<file path="src/rtl/bin2bcd_serial.sv">
// Serial binary-to-BCD converter (shift-and-add-3).
// Each operand takes W clock cycles. Handshaking is valid/ready on both sides.
//
// state | meaning
// ------+------------------------------------------------------------
// IDLE  | waiting for an operand; in_ready high
// SHIFT | one correct-and-shift step per cycle, counter counts W down to 0
// DONE  | result held on bcd with out_valid high until out_ready
module bin2bcd_serial #(
  parameter int W  = 8,
  parameter int ND = 3
) (
  input  logic            clk,
  input  logic            nrst,
  input  logic            in_valid,
  output logic            in_ready,
  input  logic [W-1:0]    bin,
  output logic            out_valid,
  input  logic            out_ready,
  output logic [4*ND-1:0] bcd
);

  // The counter must be able to hold the value W itself, not just W-1.
  localparam int CW = $clog2(W + 1);

  typedef enum logic [1:0] {IDLE, SHIFT, DONE} state_t;

  state_t             state;
  state_t             state_nxt;
  logic [W-1:0]       sr;
  logic [4*ND-1:0]    acc;
  logic [4*ND-1:0]    acc_adj;
  logic [CW-1:0]      cnt;
  logic [4*ND+W-1:0]  shifted;

  // State register.
  always_ff @(posedge clk or negedge nrst) begin
    if (!nrst) state <= IDLE;
    else       state <= state_nxt;
  end

  // Next-state logic. The last step is the one that takes the counter from 1 to 0.
  always_comb begin
    state_nxt = state;
    case (state)
      IDLE:    if (in_valid)          state_nxt = SHIFT;
      SHIFT:   if (cnt == CW'(1))     state_nxt = DONE;
      DONE:    if (out_ready)         state_nxt = IDLE;
      default:                        state_nxt = IDLE;
    endcase
  end

  // Add 3 to any digit of 5 or more, so that after the shift it carries
  // correctly into the next decimal digit.
  always_comb begin
    acc_adj = acc;
    for (int k = 0; k < ND; k++) begin
      if (acc[4*k +: 4] >= 4'd5) acc_adj[4*k +: 4] = acc[4*k +: 4] + 4'd3;
    end
  end

  // The top bit is lost in the shift. The ND parameter is only legal when
  // that bit is always zero.
  assign shifted = {acc_adj, sr} << 1;

  // Datapath: capture the operand, then do one correct-and-shift step per cycle.
  always_ff @(posedge clk or negedge nrst) begin
    if (!nrst) begin
      sr  <= '0;
      acc <= '0;
      cnt <= '0;
    end else begin
      case (state)
        IDLE: begin
          if (in_valid) begin
            sr  <= bin;
            acc <= '0;
            cnt <= CW'(W);
          end
        end
        SHIFT: begin
          acc <= shifted[4*ND+W-1:W];
          sr  <= shifted[W-1:0];
          cnt <= cnt - CW'(1);
        end
        default: ;
      endcase
    end
  end

  assign in_ready  = (state == IDLE);
  assign out_valid = (state == DONE);
  assign bcd       = acc;

endmodule

</file>
<file path="config.mk">
export PLATFORM = sky130hd
export DESIGN_NAME = bin2bcd_serial
export DESIGN_NICKNAME = d
export VERILOG_FILES = /design/src/rtl/bin2bcd_serial.sv
export SDC_FILE = /design/constraint.sdc
export NUM_CORES = 1
export LEC_CHECK = 0
export CAP_MARGIN = 5
export CORE_MARGIN = 3
export CORE_UTILIZATION = 47
export CTS_CLUSTER_DIAMETER = 100
export DETAILED_ROUTE_END_ITERATION = 6
export PLACE_DENSITY = 0.81
export SYNTH_ARGS = -nofsm -noshare
export SYNTH_HDL_FRONTEND = slang
export SYNTH_SLANG_ARGS = --single-unit
</file>
<file path="constraint.sdc">
create_clock -name clk -period 1.2 [get_ports clk]
set_input_delay 0.18 -clock clk [delete_from_list [all_inputs] [get_ports clk]]
set_output_delay 0.18 -clock clk [all_outputs]
set_load 0.01 [all_outputs]
</file>
==> results of run 1 <==
-- path summary, 6_finish.rpt --
check	end	slack, ns	cells past startpoint
max	bcd[2]	-0.24	6
min	state[1]	0.15	2
max reg2reg	bcd[2]	-0.24	6
min reg2reg	cnt[0]	0.59	1
max in group asynchronous	bcd[4]	0.87	2
min in group clk	sr[0]	0.45	3
-- power groups by stage --
stage | clock network [mW] | logic (mW) | registers (mW)
floorplan | 0 | 1.89 | 1.64
global placement | 0 | 3.14 | 1.58
detailed placement | 0 | 3.31 | 1.62
CTS | 0.475 | 4.30 | 1.55
global route | 0.522 | 5.56 | 1.65
finish | 0.483 | 5.22 | 1.62
-- state kept, by name, summed over array words and instances (netlist names) --
register,flops
state,2
sr,8
bcd,12
cnt,4
-- synth_stat cells --
master	count	area [um2]
nor2b_4	1	13.76
o2111ai_1	6	52.55
a21oi_1	9	45.04
o221ai_1	3	26.28
nand2_1	9	33.78
nor2_1	3	11.26
nand2b_2	1	8.760
buf_6	1	11.26
nor2b_1	14	87.58
mux2i_1	2	20.02
o21ai_0	12	60.06
o211ai_1	3	22.52
nand2b_1	4	25.02
buf_2	2	10.01
a32o_1	4	40.04
a22oi_1	7	52.55
dfrtp_1	26	650.6
o21ba_4	1	16.27
xnor2_1	2	17.52
clkbuf_1	1	3.750
o32ai_1	2	17.52
ha_1	8	100.1
o21bai_1	1	7.510
a31oi_1	1	6.260
o22ai_1	2	12.51
o31ai_1	2	15.01
inv_1	17	63.81
buf_4	4	30.03
nor3_1	1	5.000
o21a_1	3	22.52
o31ai_2	1	12.51
-- metal layers --
metal / vias to the layer above / part of all wire / global-route usage
met2: 66 / 0.54 / 0.4754
met4: 0 / 0.037 / 0.1295
met3: 23 / 0.045 / 0.04856
met5: - / 0 / 0
li1: 707 / - / -
met1: 769 / 0.38 / 0.2628
-- area by class of cell --
cell class	instances	area (um2)	area share
clock buffer	4	36.28	0.01377
sequential	26	653.1	0.2479
tap	42	52.55	0.01994
multi-input combinational	102	1032	0.3917
inverter	17	83.83	0.03181
timing repair buffer	79	777.0	0.2949
-- critical path, delay by kind of cell, from the launching register on --
family,cells,cell delay (ns)
AOI/OAI and AO/OA,2,0.22
buffers and inverters,3,0.47
DFF,1,0.42
and+or+nand+nor,1,0.26
-- what timing repair did --
item,4_1_cts,5_1_grt
setup buffers,20,12
endpoints found under the hold margin,0,0
gates resized for setup,93,49
hold buffers,0,0
gates cloned,0,1
pin swaps,18,20
setup endpoints to repair,38,39
-- logic make-up after synthesis --
family / Yosys count / synth area share
adders and majority gates: 8 / 0.06667
DFF: 26 / 0.4333
muxes: 2 / 0.01333
xor gates and xnor gates: 2 / 0.01167
AOI/OAI and AO/OA: 57 / 0.2725
and+or+nand+nor: 33 / 0.1233
buffers and inverters: 25 / 0.07916
==> impl_results.md, run 1 <==
- Status: finished with violations
- Failing checks: negative setup slack
- Switch share: 0.4272
- Worst Path Class, Setup: flip-flop to flip-flop
- Inst Count DP: 238
- Mapped cell area: 1501 um2
- Synth cell types: 31
- Logic pwr share: 0.712
- Leakage power: 1.162 nW
- Row cnt: 19
- Yosys warns: 0
- Clk pwr share: 0.066
- Post-route cell area: 2635 um2
- IO Count: 26
- Placement-stage cell area: 2044 um2
- Skew final: 0.01091 ns
- Grt total ovfl: 0
- Crit path cell chain: buf_6 -> buf_6 -> nor2b_4 -> clkbuf_16 -> o2111ai_1 -> o211ai_1
- Die Ht: 62.52 um
- Most frequent cell on the critical path: buf_6
- Crit Path Max Fanout: 8
- Internal power: 4.196 mW
- Max Cap Viol: 0
- Htree depth: 1
- Hold WS: 0.1542 ns
- Worst-path clk slew: 0.16 ns
- Max stage delay on crit path: 0.42 ns
- Final #Nets: 249
- Design Power: 7.325 mW
- Total track usage: 0.2526
- Vias: 1565
- Placement-stage worst setup slack: -0.3551 ns
- WL final: 5.487 mm
- Syn avg cell area: 9.813 um2
- Number of global-route vias before repair: 1702
- Worst min path class: input port to asynchronous set/reset pin
- GPL Wtd Cong: 0.8401
- RSZ-0062 raised after global routing: true
- Post-DRT Antenna Nets: 0
- Yosys reg bits: 26
- Clk buf depth: 2
- P_sw: 3.129 mW
- CP arrival: 1.71 ns
- Filler cells: 115
- Fin cells: 270
- Critical Path RT: 1.47 ns
- Vias per cell: 5.796
- Final TNS setup: -3.747 ns
- Final critical-path setup slack: -0.2391 ns
- Slew Viols, Final: 0
- First-pass GRT wire length: 7.886 mm
- Number of CTS-inserted buffers: 3
- CP endpoint kind: flip-flop
- Clock tree sinks: 26
- Mean routed wirelength per cell: 20.32 um
- Power per cell area: 2780 nW/um2
- Area delta synth->final: 75.50%
- Sequential share of power: 0.222
- Antenna Cells: 0
- Peak VDD IR: 0.002023 V
- Max-slew headroom: 0.7877
- Syn Nets: 173
- Max frequency: 694.9 MHz
- Worst R2R Start: state[0]
- I/O Buffers: 25
- Post-detail-place hpwl: 2.820 mm
- DRT iter0 DRCs: 124
- Critical path launch point: state[0]
- Starting density of the core: 0.5177
- Leading cell types in the layout, fill and taps excluded: 30 x buf_4, 25 x buf_6, 24 x dfrtp_1
- CP Launch Type: flip-flop
- Initial antenna violation count: 0
- Die X: 62.52 um
- Worst slew pin tran: 0.3151 ns
- Core box area: 2900 um2
- Commonest non-fill, non-tap cell in the layout: buf_4
- Final design utilization: 0.9085
- Die area: 3909 um2
- TritonCTS clock tree: built
- Root Driver: clkbuf_4
- Post-route DRC: 0
- Cells after synthesis: 153
- Post-synthesis sequential area ratio: 0.4333
- Largest net degree at the start of global routing: 27
- Min Clock Period, post-route: 1.439 ns
- Fin. Hold Viols: 0
- Critical Path Slowest Stage Cell: dfrtp_1
- Final Cycle Share: 1.199
- Share of cells above drive strength 1: 0.5482
- Finish-stage setup viols: 30
- Clock insertion delay at the later pin of the skew report: 0.35 ns
- 1st-pass router iterations: 5
Power figures use the tool's default switching activity.
==> inputs of run 2 (changes only) <==
Settings changed: CORE_MARGIN 3 to 2, PLACE_DENSITY 0.81 to unset, PLACE_DENSITY_LB_ADDON set to 0.15.
==> impl_results.md, run 2 (synthesis results as in run 1) <==
- Post-DRT Antenna Nets: 0 (unchanged)
- Filler cells: 180 (+57%)
- Grt total ovfl: 0 (unchanged)
- Total track usage: 0.2436 (-0.008945)
- Routed met3 length: 199 um (-19%)
- Status: finished with violations
- Max-slew headroom: 0.8368 (+0.04912)
- Final critical-path setup slack: -0.2226 ns (+0.01646 ns)
- Wire length on met1: 1.825 mm (-12%)
- Vias: 1453 (-7.2%)
- Placement-stage worst setup slack: -0.1619 ns (+0.1933 ns)
- Leakage power: 1.113 nW (-4.2%)
- Area delta synth->final: 66.17%
- TritonCTS clock tree: built
- Critical Path RT: 1.44 ns (-0.03 ns)
- Max Cap Viol: 0 (unchanged)
- Worst R2R Start: state[1]
- Final #Nets: 244 (-2.0%)
- Core box area: 3053 um2 (+5.3%)
- Power per cell area: 2624 nW/um2 (-5.6%)
- Skew final: 0.002020 ns (-0.008892 ns)
- RSZ-0062 raised after global routing: true
- WL final: 4.416 mm (-20%)
- Number of global-route vias before repair: 1546 (-9.2%)
- Fin cells: 267 (-1.1%)
- IO Count: 26 (unchanged)
- Peak VDD IR: 0.001488 V (-26%)
- CP arrival: 1.66 ns (-0.05 ns)
- Max stage delay on crit path: 0.43 ns (about the same)
- R2R Setup Slk: -0.22 ns (+0.02 ns)
- Crit path cell chain: buf_6 -> buf_8 -> o21ba_4 -> o31ai_2 -> a32o_1
- First-pass GRT wire length: 6.789 mm (-14%)
- DRT iter0 DRCs: 69 (-44%)
- Leading cell types in the layout, fill and taps excluded: 30 x buf_4, 24 x dfrtp_1, 14 x buf_6
- Worst Path Class, Setup: flip-flop to flip-flop
- Fin. Hold Viols: 0 (unchanged)
- DR WL met2: 2.295 mm (-22%)
- Final Cycle Share: 1.185 (-0.01372)
- Initial antenna violation count: 0 (unchanged)
- Post-route DRC: 0 (unchanged)
- Clk buf depth: 2 (unchanged)
- Htree depth: 1 (unchanged)
- Share of cells above drive strength 1: 0.4798 (-0.06842)
- Max layer used: met4
- Largest register FFs: 12 (unchanged)
- GPL Wtd Cong: 0.8070 (-3.9%)
- Root Driver: clkbuf_4
- CP endpoint kind: flip-flop
- I/O Buffers: 25 (unchanged)
- Die X: 60.52 um (-3.2%)
- Mean routed wirelength per cell: 16.54 um (-19%)
- Inst Count DP: 235 (-1.3%)
- Antenna Cells: 0 (unchanged)
- Slew Viols, Final: 0 (unchanged)
- Reg2Reg Depth: 5 (-1)
- Critical Path Slowest Stage Cell: dfrtp_1
- Worst Path Buf+Inv: 2 (-1)
- Post-detail-place hpwl: 2.462 mm (-13%)
- Number of CTS-inserted buffers: 3 (unchanged)
- Worst-path clk slew: 0.15 ns (about the same)
- Crit Path Max Fanout: 6 (-2)
- CP Launch Type: flip-flop
- Row cnt: 20 (+1)
- Clock insertion delay at the later pin of the skew report: 0.33 ns (-0.02 ns)
- Max frequency: 702.9 MHz (+1.2%)
- Worst slew pin tran: 0.2433 ns (-0.07181 ns)
- Largest net degree at the start of global routing: 27 (unchanged)
- Largest delay share family, worst path: compound AO/OA/AOI/OAI gates
- Commonest non-fill, non-tap cell in the layout: buf_4
- Finish-stage setup viols: 25 (-17%)
- Min Clock Period, post-route: 1.423 ns (-0.01646 ns)
- 1st-pass router iterations: 4 (-1)
- Starting density of the core: 0.4918 (-0.02588)
- Worst min path class: input port to asynchronous set/reset pin
- Failing checks: negative setup slack
- Die area: 3663 um2 (-6.3%)
- Die Ht: 60.52 um (-3.2%)
- Vias per cell: 5.442 (-6.1%)
- Reg-to-reg critical path endpoint: bcd[11]
- Clock tree sinks: 26 (unchanged)
-- run 2: cell types whose count changed in the layout (fill, tap and decap cells not counted), moves of 2 or more --
| cell | change |
|---|---|
| nor2_4 | -2 |
| a21oi_1 | +6 |
| o31ai_2 | +2 |
| clkdlybuf4s15_1 | +4 |
| buf_6 | -11 |
| nand2_1 | +2 |
| o2111ai_4 | -2 |
| o21ai_1 | +2 |
| nor2_2 | +2 |
| a21oi_2 | -6 |
-- run 2: how the worst max path moves through the flow --
| stage | startpoint | to | slack [ns] | cells after the start |
|---|---|---|---|---|
| 2_1_floorplan | bcd[1] | bcd[4] | -0.04 | 5 |
| 3_3_place_gp | in_valid | bcd[7] | -0.12 | 4 |
| 3_5_place_dp | in_valid | sr[1] | -0.16 | 5 |
| 4_1_cts | bcd[0] | bcd[1] | -0.15 | 6 |
| 5_1_grt | state[1] | bcd[11] | -0.25 | 5 |
| 6_report | state[1] | bcd[11] | -0.22 | 5 |
-- run 2: repair_timing --
item / 4_1_cts / 5_1_grt
setup endpoints to repair: 38 / 36
cloned: 1 / 0
setup buffers: 21 / 6
pin swaps: 11 / 3
resized for setup: 82 / 32
hold buffers: 0 / 0
endpoints found under the hold margin: 0 / 0
-- run 2: report_power, final --
part / internal, mW / leakage, nW / switching (mW)
logic: 2.43 / 0.763 / 2.10
clock network: 0.186 / 0.0210 / 0.286
registers: 1.25 / 0.329 / 0.296
total: 3.87 / 1.11 / 2.68
-- run 2: per-layer routing --
metal / up-vias / global-route usage
li1: 692 / -
met1: 706 / 0.3033
met4: 0 / 0.08696
met2: 45 / 0.4348
met3: 10 / 0.03198
met5: - / 0
-- run 2: final cells by class --
| type | instances | area, um2 | share of cell area |
|---|---|---|---|
| clock buffer | 4 | 36.28 | 0.01454 |
| inverter | 17 | 78.83 | 0.03159 |
| multi-input combinational | 102 | 958.4 | 0.3842 |
| sequential | 26 | 653.1 | 0.2618 |
| tap | 44 | 55.05 | 0.02207 |
| timing repair buffer | 74 | 713.2 | 0.2859 |
-- run 2: per-stage QoR --
stage          hold WS (ns)  utilization  power (mW)  cell area [um2]  TNS (ns)
2_1_floorplan       -0.1156            -       3.533             1564  -0.07584
3_3_place_gp         0.4928       0.6582       4.650             2009    -2.367
3_5_place_dp         0.4900       0.6582       4.789             2009    -2.991
4_1_cts              0.1945       0.7869       6.150             2402    -2.189
5_1_grt              0.1748       0.8172       6.974             2495    -4.148
6_report             0.1815       0.8172       6.547             2495    -3.138
